$ cat src/rtl/tone_detector_pkg.sv
// Shared tone definitions: widths, the tone-index-to-prescale table used by
// both tone generation and tone detection, and the detector FSM states.
package tone_pkg;

  localparam int TONE_W     = 4;
  localparam int PRESCALE_W = 10;
  localparam int NUM_TONES  = 16;

  // Detector states; the encoding is visible on the dbg_state port.
  typedef enum logic [1:0] {
    ST_IDLE    = 2'd0,
    ST_MEASURE = 2'd1,
    ST_SEARCH  = 2'd2,
    ST_QUALIFY = 2'd3
  } tone_state_t;

  // Prescale value per tone index; the tone period is PRESCALE_DIV * value clocks.
  function automatic logic [PRESCALE_W-1:0] tone_prescale(input logic [TONE_W-1:0] idx);
    logic [PRESCALE_W-1:0] val;
    unique case (idx)
      4'd0:    val = 10'h075;
      4'd1:    val = 10'h06E;
      4'd2:    val = 10'h068;
      4'd3:    val = 10'h062;
      4'd4:    val = 10'h05D;
      4'd5:    val = 10'h058;
      4'd6:    val = 10'h053;
      4'd7:    val = 10'h04E;
      4'd8:    val = 10'h04A;
      4'd9:    val = 10'h045;
      4'd10:   val = 10'h041;
      4'd11:   val = 10'h03E;
      4'd12:   val = 10'h03A;
      4'd13:   val = 10'h037;
      4'd14:   val = 10'h034;
      default: val = 10'h031;
    endcase
    return val;
  endfunction

endpackage

$ cat src/rtl/tone_detector_edge_sync.sv
// edge_sync: two-flop synchroniser for an asynchronous input followed by a
// registered rising-edge pulse. The pulse is high for one clock, three clocks
// after the input edge.
module edge_sync (
  input  logic clk,
  input  logic resetN,
  input  logic async_i,
  output logic rise_o
);

  logic sync1_q;
  logic sync2_q;
  logic prev_q;
  logic rise_q;

  // Synchronise the input, remember the previous level and register the edge.
  always_ff @(posedge clk or negedge resetN) begin
    if (!resetN) begin
      sync1_q <= 1'b0;
      sync2_q <= 1'b0;
      prev_q  <= 1'b0;
      rise_q  <= 1'b0;
    end else begin
      sync1_q <= async_i;
      sync2_q <= sync1_q;
      prev_q  <= sync2_q;
      rise_q  <= sync2_q & ~prev_q;
    end
  end

  assign rise_o = rise_q;

endmodule

$ cat src/rtl/tone_detector.sv
// tone_detector: measures the period of a square-wave audio input in prescale
// ticks and maps it back to the nearest tone index of the shared table.
// Optional build macro TONE_DETECTOR_HYST_EN: while locked, the locked index
// is accepted with a tolerance of TOL+2 ticks so lock survives jitter.
//
// Output semantics: tone_valid is a level (no backpressure); tone_out is only
// meaningful while tone_valid is high; tone_changed is a single-cycle pulse
// when tone_valid rises or tone_out changes while valid.
module tone_detector
  import tone_pkg::*;
#(
  parameter int PRESCALE_DIV  = 256,
  parameter int TOL           = 2,
  parameter int STABLE_CNT    = 3,
  parameter int TIMEOUT_TICKS = 1023
) (
  input  logic                  clk,
  input  logic                  resetN,
  input  logic                  enable,
  input  logic                  audio_in,
  output logic [TONE_W-1:0]     tone_out,
  output logic                  tone_valid,
  output logic                  tone_changed,
  output logic [PRESCALE_W-1:0] period_out,
  output logic [1:0]            dbg_state
);

  localparam int DIV_W = (PRESCALE_DIV > 1) ? $clog2(PRESCALE_DIV) : 1;
  localparam int CNT_W = (STABLE_CNT > 1) ? $clog2(STABLE_CNT + 1) : 1;
  localparam logic [DIV_W-1:0]      DIV_LAST  = DIV_W'(PRESCALE_DIV - 1);
  localparam logic [PRESCALE_W-1:0] TIMEOUT_V = PRESCALE_W'(TIMEOUT_TICKS);
  localparam logic [CNT_W-1:0]      STABLE_V  = CNT_W'(STABLE_CNT);
  localparam logic [10:0]           TOL_V     = 11'(TOL);
`ifdef TONE_DETECTOR_HYST_EN
  localparam logic [10:0]           TOL_LOCK_V = 11'(TOL + 2);
`endif

  tone_state_t state_q, state_d;

  logic [DIV_W-1:0]      presc_q, presc_d;
  logic [PRESCALE_W-1:0] period_q, period_d;
  logic [PRESCALE_W-1:0] pout_q, pout_d;
  logic [PRESCALE_W-1:0] meas_q, meas_d;
  logic [TONE_W-1:0]     idx_q, idx_d;
  logic [TONE_W-1:0]     best_idx_q, best_idx_d;
  logic [10:0]           best_diff_q, best_diff_d;
  logic [TONE_W-1:0]     cand_q, cand_d;
  logic [CNT_W-1:0]      stable_q, stable_d;
  logic [TONE_W-1:0]     tone_q, tone_d;
  logic                  valid_q, valid_d;
  logic                  changed_q, changed_d;
`ifdef TONE_DETECTOR_HYST_EN
  logic [10:0]           lock_diff_q, lock_diff_d;
`endif

  logic                  rise;
  logic                  tick;
  logic [PRESCALE_W-1:0] period_inc;
  logic signed [10:0]    diff_s;
  logic [10:0]           diff_abs;
  logic                  match_ok;
  logic [TONE_W-1:0]     match_idx;

  edge_sync u_edge_sync (
    .clk     (clk),
    .resetN  (resetN),
    .async_i (audio_in),
    .rise_o  (rise)
  );

  // Tick on prescaler wrap; the period count includes a tick coinciding with
  // a rise so the latched period is floor(clocks between rises / PRESCALE_DIV).
  assign tick       = (presc_q == DIV_LAST);
  assign period_inc = (tick && (period_q != TIMEOUT_V)) ? period_q + 1'b1 : period_q;

  // Distance between the captured period and the table entry under search.
  assign diff_s   = $signed({1'b0, meas_q}) - $signed({1'b0, tone_prescale(idx_q)});
  assign diff_abs = diff_s[10] ? 11'(-diff_s) : 11'(diff_s);

  // Prescaler and period counter: held at 0 in IDLE, restarted on every rise.
  always_comb begin
    presc_d  = tick ? '0 : presc_q + 1'b1;
    period_d = period_inc;
    pout_d   = pout_q;
    if (!enable || (state_q == ST_IDLE)) begin
      presc_d  = '0;
      period_d = '0;
    end else if (rise) begin
      presc_d  = '0;
      period_d = '0;
      pout_d   = period_inc;
    end
  end

  // FSM next state, table search and lock qualification.
  always_comb begin
    state_d     = state_q;
    meas_d      = meas_q;
    idx_d       = idx_q;
    best_idx_d  = best_idx_q;
    best_diff_d = best_diff_q;
    cand_d      = cand_q;
    stable_d    = stable_q;
    tone_d      = tone_q;
    valid_d     = valid_q;
    changed_d   = 1'b0;
    match_ok    = 1'b0;
    match_idx   = best_idx_q;
`ifdef TONE_DETECTOR_HYST_EN
    lock_diff_d = lock_diff_q;
`endif
    unique case (state_q)
      ST_IDLE: begin
        if (rise) state_d = ST_MEASURE;
      end
      ST_MEASURE: begin
        if (rise) begin
          state_d = ST_SEARCH;
          meas_d  = period_inc;
          idx_d   = '0;
        end else if (period_q == TIMEOUT_V) begin
          state_d  = ST_IDLE;
          valid_d  = 1'b0;
          stable_d = '0;
        end
      end
      ST_SEARCH: begin
        // Strictly smaller replaces, so ties keep the lower index.
        if ((idx_q == '0) || (diff_abs < best_diff_q)) begin
          best_idx_d  = idx_q;
          best_diff_d = diff_abs;
        end
`ifdef TONE_DETECTOR_HYST_EN
        if (idx_q == tone_q) lock_diff_d = diff_abs;
`endif
        idx_d = idx_q + TONE_W'(1);
        if (idx_q == TONE_W'(NUM_TONES - 1)) state_d = ST_QUALIFY;
      end
      ST_QUALIFY: begin
        match_ok  = (best_diff_q <= TOL_V);
        match_idx = best_idx_q;
`ifdef TONE_DETECTOR_HYST_EN
        // The locked tone wins with the wider tolerance while valid.
        if (valid_q && (lock_diff_q <= TOL_LOCK_V)) begin
          match_ok  = 1'b1;
          match_idx = tone_q;
        end
`endif
        if (match_ok && (match_idx == cand_q)) begin
          stable_d = (stable_q == STABLE_V) ? stable_q : stable_q + CNT_W'(1);
        end else if (match_ok) begin
          cand_d   = match_idx;
          stable_d = CNT_W'(1);
        end else begin
          stable_d = '0;
          valid_d  = 1'b0;
        end
        if (match_ok && (stable_d >= STABLE_V)) begin
          tone_d    = match_idx;
          valid_d   = 1'b1;
          changed_d = !valid_q || (tone_q != match_idx);
        end
        state_d = ST_MEASURE;
      end
      default: state_d = ST_IDLE;
    endcase
    if (!enable) begin
      state_d   = ST_IDLE;
      valid_d   = 1'b0;
      tone_d    = '0;
      stable_d  = '0;
      changed_d = 1'b0;
    end
  end

  // State and datapath registers.
  always_ff @(posedge clk or negedge resetN) begin
    if (!resetN) begin
      state_q     <= ST_IDLE;
      presc_q     <= '0;
      period_q    <= '0;
      pout_q      <= '0;
      meas_q      <= '0;
      idx_q       <= '0;
      best_idx_q  <= '0;
      best_diff_q <= '0;
      cand_q      <= '0;
      stable_q    <= '0;
      tone_q      <= '0;
      valid_q     <= 1'b0;
      changed_q   <= 1'b0;
`ifdef TONE_DETECTOR_HYST_EN
      lock_diff_q <= '0;
`endif
    end else begin
      state_q     <= state_d;
      presc_q     <= presc_d;
      period_q    <= period_d;
      pout_q      <= pout_d;
      meas_q      <= meas_d;
      idx_q       <= idx_d;
      best_idx_q  <= best_idx_d;
      best_diff_q <= best_diff_d;
      cand_q      <= cand_d;
      stable_q    <= stable_d;
      tone_q      <= tone_d;
      valid_q     <= valid_d;
      changed_q   <= changed_d;
`ifdef TONE_DETECTOR_HYST_EN
      lock_diff_q <= lock_diff_d;
`endif
    end
  end

  assign tone_out     = tone_q;
  assign tone_valid   = valid_q;
  assign tone_changed = changed_q;
  assign period_out   = pout_q;
  assign dbg_state    = state_q;

endmodule

$ cat config.mk
export PLATFORM = sky130hd
export DESIGN_NAME = tone_detector
export DESIGN_NICKNAME = d
export VERILOG_FILES = /design/src/rtl/tone_detector_pkg.sv /design/src/rtl/tone_detector_edge_sync.sv /design/src/rtl/tone_detector.sv
export SDC_FILE = /design/constraint.sdc
export NUM_CORES = 1
export LEC_CHECK = 0
export CAP_MARGIN = 15
export CORE_MARGIN = 2
export CORE_UTILIZATION = 55
export CTS_CLUSTER_DIAMETER = 50
export CTS_CLUSTER_SIZE = 20
export DETAILED_ROUTE_END_ITERATION = 12
export PLACE_DENSITY = 0.73
export SYNTH_ARGS = -nofsm -noshare
export SYNTH_HDL_FRONTEND = slang
export SYNTH_SLANG_ARGS = --single-unit
$ cat constraint.sdc
create_clock -name clk -period 13.2 [get_ports clk]
set_clock_uncertainty 0.15 [all_clocks]
set_input_delay 2.64 -clock clk [delete_from_list [all_inputs] [get_ports clk]]
set_output_delay 2.64 -clock clk [all_outputs]
set_load 0.03 [all_outputs]
-- Word level (Yosys, flattened, before mapping)
Memory sizes are Yosys's and may differ from the RTL's.
Index checks and enable logic that the tools add are counted.
Widths: inputs -> output; s select.
- register bits after elaboration: 75
- memories: 1
- bits of input ports: 4
- output and inout port bits: 18
- memory bits (read-only): 112
- memory list (name ; words ; bits a word ; rd ports ; clocked after Yosys merged registers in ; wr ports ; line ; RTL):
    (name not given) ; 16 ; 7 ; 1 ; 0 ; 0 ; tone_detector_pkg.sv:20 ; unique case (idx)
- add/subtract/negate cells: 6
- multiplexer cells: 35
- bitwise operators: 4
- reduce and logical (&&, ||, !) cells: 20
- eq/ne operators: 21
- magnitude comparators: 3
- operator list (kind ; count):
    $mux 10 ; 3
    $mux 8 ; 3
    $mux 2 ; 10
    $mux 4 ; 4
    $le 11x2->1 const B ; 1
    $lt 11x11->1 ; 1
    $mux 11 ; 1
    $neg 11->11 ; 1
    $sub 10x10->11 ; 1
    $add 10x1->10 const B ; 1
    $eq 10x10->1 const B ; 1
    $mux 1 ; 10
    $ne 10x10->1 const B ; 1
    $reduce_and 2->1 ; 5
    $ne 3x3->1 const B ; 3
    $reduce_and 3->1 ; 3
    $add 8x1->8 const B ; 1
    $eq 8x8->1 const B ; 1
    $ne 4x4->1 const B ; 2
    $pmux 2 s4 ; 1
    $pmux 4 s2 ; 1
    $eq 2x2->1 const B ; 3
    $ne 2x1->1 const B ; 3
    $reduce_and 5->1 ; 1
    other kinds (20) ; 27

-- Depth between registers and ports, before layout
- depth in word-level cells: 9
- mapped depth: 20
- depth with buffers taken out: 19

-- Modules after synthesis
A second synthesis with hierarchy kept.
- cells, all modules: 447
- area, all modules: 4251.6 µm²
- by module, submodules not included (module ; area an instance (µm²) ; cells an instance ; instances ; sequential area each (µm²)):
    tone_detector ; 4137.7 ; 442 ; 1 ; 1776.7
    edge_sync ; 113.9 ; 5 ; 1 ; 100.1

-- Worst setup path before layout
OpenSTA, ideal clock, no wires.
- path kind: register to register
- from: register idx_q[0]
- to: register best_diff_q[7]
- cell stages (with the launch flop): 20
- data arrival time: 4343 ps
- data required time: 12922 ps
- slack: 8580 ps
- path through: dfrtp_1 inv_1 ha_1 a211oi_1 a21oi_1 ha_1 inv_1 fa_1 a21o_1 a221o_1 xor2_1 o41ai_2 xor2_1 ha_1 a2111oi_0 o21ai_0 o21ai_1 nand3_1 buf_2 mux2_1
- longest elaborated chain between the ends: 7
- RTL lines (item ; line ; RTL):
    from (decl) ; tone_detector.sv:44 ; logic [TONE_W-1:0] idx_q, idx_d;
    from (signal assigned) ; tone_detector.sv:201 ; idx_q <= idx_d;
    $mem_v2 16x7 * ; -- ;
    $sub 10x10->11 * ; tone_detector.sv:77 ; assign diff_s = $signed({1'b0, meas_q}) - $signed({1'b0, tone_prescale(idx_q)});
    $neg 11->11 ; tone_detector.sv:78 ; assign diff_abs = diff_s[10] ? 11'(-diff_s) : 11'(diff_s);
    $mux 11 * ; tone_detector.sv:78 ;
    named net diff_abs[7] ; tone_detector.sv:60 ; logic [10:0] diff_abs;
    $lt 11x11->1 ; tone_detector.sv:129 ; if ((idx_q == '0) || (diff_abs < best_diff_q)) begin
    $logic_or 1x1->1 ; tone_detector.sv:129 ;
    $reduce_and 2->1 (no line) ; -- ;
    to (signal assigned) ; tone_detector.sv:203 ; best_diff_q <= best_diff_d;
    to (decl) ; tone_detector.sv:46 ; logic [10:0] best_diff_q, best_diff_d;
The timed path passes the listed nets; every way through them passes the cells marked *.
A chain may end at the register's enable or synchronous reset.

-- Worst setup path in the final report
- from: register idx_q[0]
- to: register best_diff_q[3]
- longest elaborated chain between the ends: 7
- RTL lines (item ; line):
    $mem_v2 16x7 * ; --
    $sub 10x10->11 * ; tone_detector.sv:77
    $neg 11->11 ; tone_detector.sv:78
    $mux 11 * ; tone_detector.sv:78
    named net diff_abs[8] ; tone_detector.sv:60
    $lt 11x11->1 * ; tone_detector.sv:129
    $logic_or 1x1->1 * ; tone_detector.sv:129
    $reduce_and 2->1 (no line) * ; --
Marked as above.

==> metrics.md <==
| Metric | Value |
|---|---|
| Routed length per instance | 14.29 microns |
| H-Tree Level Count | 3 |
| Share of post-route cells with drive strength above 1 | 7.416% |
| Top cell by count, worst path | ha_1 |
| CP startpoint kind | register |
| Distinct cells, synth | 50 |
| Via count | 2997 |
| Min Clock Period, post-route | 5.307 ns |
| Psw | 112.8 uW |
| YS warnings | 0 |
| CP endpoint kind | register |
| Inserted Diodes | 0 |
| Initial Util | 56.88% |
| CTS-repair resized insts | 0 |
| Core Area | 7292 sq um |
| Post-route DRC violation count | 0 |
| Slowest-stage cell, CP | nand3_1 |
| Fmax | 0.1884 GHz |
| Final hold violation count | 0 |
| RSZ-0062 raised after global routing | false |
| Largest family of logic cells by synthesized area | simple AND/OR/NAND/NOR gates |
| Vias per inst | 5.509 |
| Post-Synth Adder-Cell Area | 8.929% |
| Final worst path period share | 40.21% |
| Vias in the first global route | 2941 |
| Initial antenna violation count | 0 |
| CP cell instances | inv_1 -> ha_1 -> nor2b_1 -> a211oi_1 -> a21oi_1 -> ha_1 -> inv_1 -> fa_1 -> a21o_1 -> a221o_1 -> a21boi_1 -> mux2_2 -> ha_1 -> a2111oi_0 -> o21ai_0 -> o21ai_1 -> nand3_1 -> mux2_1 |
| Logic pwr share | 7.7% |
| Compound-Gate Fraction of Synth Area | 11.61% |
| Insertion delay to the later sink of the worst-skew pair | 0.35 ns |
| Synthesized-area fraction occupied by and/or/nand/nor cells | 15.69% |
| Maxcap violations | 0 |
| Number of synthesized flops with an enable pin | 0 |
| Placed cells | 530 |
| Power, Total | 492.4 uW |
| Drt first pass iters | 4 |
| Most frequent cell after synthesis | dfrtp_1 |
| Final Setup Violations | 0 |
| Sequential-to-total area share from yosys stat | 45.25% |
| Area Growth Syn to Fin | 12.64% |
| Hpwl dp | 5661 microns |
| IO Port Bufs | 21 |
| Mapped Area | 4148 sq um |
| #FFs+latches synth | 75 |
| XOR/XNOR Fraction of Synth Area | 8.024% |
| CTS Root Cell | clkbuf_8 |
| Hold Crit Class | reg2reg |
| Global-route total usage across every layer | 20.31% |
| Nets | 475 |
| Gr ovfl total | 0 |
| Pint | 379.6 uW |
| First DRT Iteration DRCs | 129 |
| Switching share of power | 22.91% |
| Worst-margin pin slew | 0.9513 ns |
| Std cell rows | 31 |
| Die height | 90.84 microns |
| First-pass GRT wire length | 13550 microns |
| Width of the die | 90.84 microns |
| Leakage power | 2.172 nW |
| Crit path max fanout | 14 |
| Yosys top cell by area | dfrtp_1 |
| CTS tree | done |
| TNS Setup | 0 ns |
| Post-route insts no fill | 544 |
| Hold_buf cts | 0 |
| Critical path's largest stage delay | 0.53 ns |
| Asr flop ratio synth | 100.0% |
| Clock network power share | 43.5% |
| Largest net degree at the start of global routing | 76 |
| WS Path Type | reg2reg |
| Critical Path AT | 5.39 ns |
| Slew headroom | 36.58% |
| Status | finished clean |
| Critical Path RT | 13.28 ns |
| I/O pins | 22 |
| Worst IR Drop VDD | 0.06915 mV |
| Post-synthesis mux area share | 6.817% |
| Die area | 8252 sq um |
| Total setup buffers inserted after CTS | 0 |
| Clk sinks | 75 |
| Synthesized net count | 455 |
| Top FF cell, synth | dfrtp_1 |
| Reg clk slew, reported paths | 0.08 ns |
| Flop pwr share | 48.8% |
| Synth top cells by count | dfrtp_1 (75), nand2_1 (49), o21ai_0 (34), nor2_1 (33), ha_1 (28) |
| Internal reg-to-reg setup slack | 7.89 ns |
| Total CTS buffers | 9 |
| Antenna-violating nets left | 0 |
| Max-slew violations | 0 |
| GP Congestion | 0.7711 |
| Syn Inst Count | 422 |
| Area share of the largest cell type after synthesis | 45.25% |
| Pwr/cell area | 105.4 nW/um^2 |
| DRT Wirelength | 7773 microns |
| Longest Clk Path Bufs | 2 |
| Top cells by area, synth | dfrtp_1 (45%), ha_1 (8.4%), nand2_1 (4.4%) |
| Syn Area/Cell | 9.829 sq um |
## layer usage
layer	part of all wire, %	wire (microns)	track usage, %	up-vias
met2	48	3740	33.40	44
met1	48	3706	27.36	1453
li1	-	-	-	1488
met3	2.4	187	3.255	12
met4	1.8	138	7.323	0
met5	0	0	0	-
## cell type report
cell class	instances	area, sq um
clock buffer	10	137.6
timing repair buffer	22	215.2
tap	99	123.9
sequential	75	1877
multi-input combinational	308	2122
fill	612	2620
clock inverter	4	98.84
inverter	26	97.59
## final timing paths
check	endpoint	depth (start not counted)	startpoint
max reg2reg	best_diff_q[3]$_DFFE_PN0P_	18	idx_q[0]$_DFFE_PN0P_
max	best_diff_q[3]$_DFFE_PN0P_	18	idx_q[0]$_DFFE_PN0P_
max in group asynchronous	best_diff_q[6]$_DFFE_PN0P_	1	resetN
min reg2reg	u_edge_sync.sync2_q$_DFF_PN0_	0	u_edge_sync.sync1_q$_DFF_PN0_
min in group asynchronous	best_diff_q[3]$_DFFE_PN0P_	1	resetN
min	u_edge_sync.sync2_q$_DFF_PN0_	0	u_edge_sync.sync1_q$_DFF_PN0_
## state kept, by name, indices dropped and copies added (netlist names)
| signal | cells |
|---|---|
| tone_valid | 1 |
| best_idx_q | 4 |
| u_edge_sync.sync1_q | 1 |
| cand_q | 4 |
| tone_out | 4 |
| u_edge_sync.prev_q | 1 |
| idx_q | 4 |
| u_edge_sync.sync2_q | 1 |
| period_q | 10 |
| dbg_state | 2 |
| period_out | 10 |
| tone_changed | 1 |
| stable_q | 2 |
| u_edge_sync.rise_o | 1 |
| meas_q | 10 |
| best_diff_q | 11 |
| presc_q | 8 |
## power groups by stage
stage / Combinational (mW) / Sequential (mW) / Clock (mW)
after floorplan: 0.0253 / 0.244 / 0
after detailed placement: 0.0383 / 0.245 / 0
final: 0.0379 / 0.240 / 0.214
after global routing: 0.0447 / 0.241 / 0.226
after global placement: 0.0369 / 0.245 / 0
after CTS: 0.0385 / 0.240 / 0.218
## cell usage in the layout, fill, tap and decap left out, types with 3 or more instances in the layout
cell / instances
ha_1: 28
clkdlybuf4s50_1: 20
and2_1: 4
nand2b_1: 5
xnor2_1: 20
mux2_2: 11
nor2_1: 33
a21oi_1: 11
inv_1: 26
nand2_1: 49
o21ai_0: 34
mux2_1: 7
a211oi_1: 7
xor2_1: 18
nor3_1: 4
nor3b_1: 3
nor2b_1: 8
and3_1: 4
nand3_1: 13
mux2i_1: 8
nand4_1: 7
bufinv_16: 3
dfrtp_1: 75
clkbuf_8: 10
## through the flow
step / setup WS (ns) / hold slack (ns) / cell area [sq um] / utilization (%)
2_1_floorplan: 8.580 / 0.1812 / 4148 / -
3_3_place_gp: 8.061 / 0.1854 / 4436 / 60.83
3_5_place_dp: 7.922 / 0.2030 / 4436 / 60.83
4_1_cts: 7.886 / 0.2225 / 4672 / 64.07
5_1_grt: 7.481 / 0.2291 / 4672 / 64.07
6_report: 7.893 / 0.2204 / 4672 / 64.07
## critical path: cells and delay by family (launching register included)
kind,cells,cell delay [ns]
simple gates,2,0.70
buf+inv,2,0.20
fa+ha+maj,4,1.07
flops,1,0.45
mux,2,0.93
compound gates,8,1.69
## kinds of logic after synthesis
kind of cell	after synthesis
other	1
AND/OR/NAND/NOR	138
XOR/XNOR	38
adder cells (fa/ha/maj)	29
flip-flops	75
AO/OA/AOI/OAI	76
multiplexers	26
buffers and inverters	39
Power figures use the tool's default switching activity.
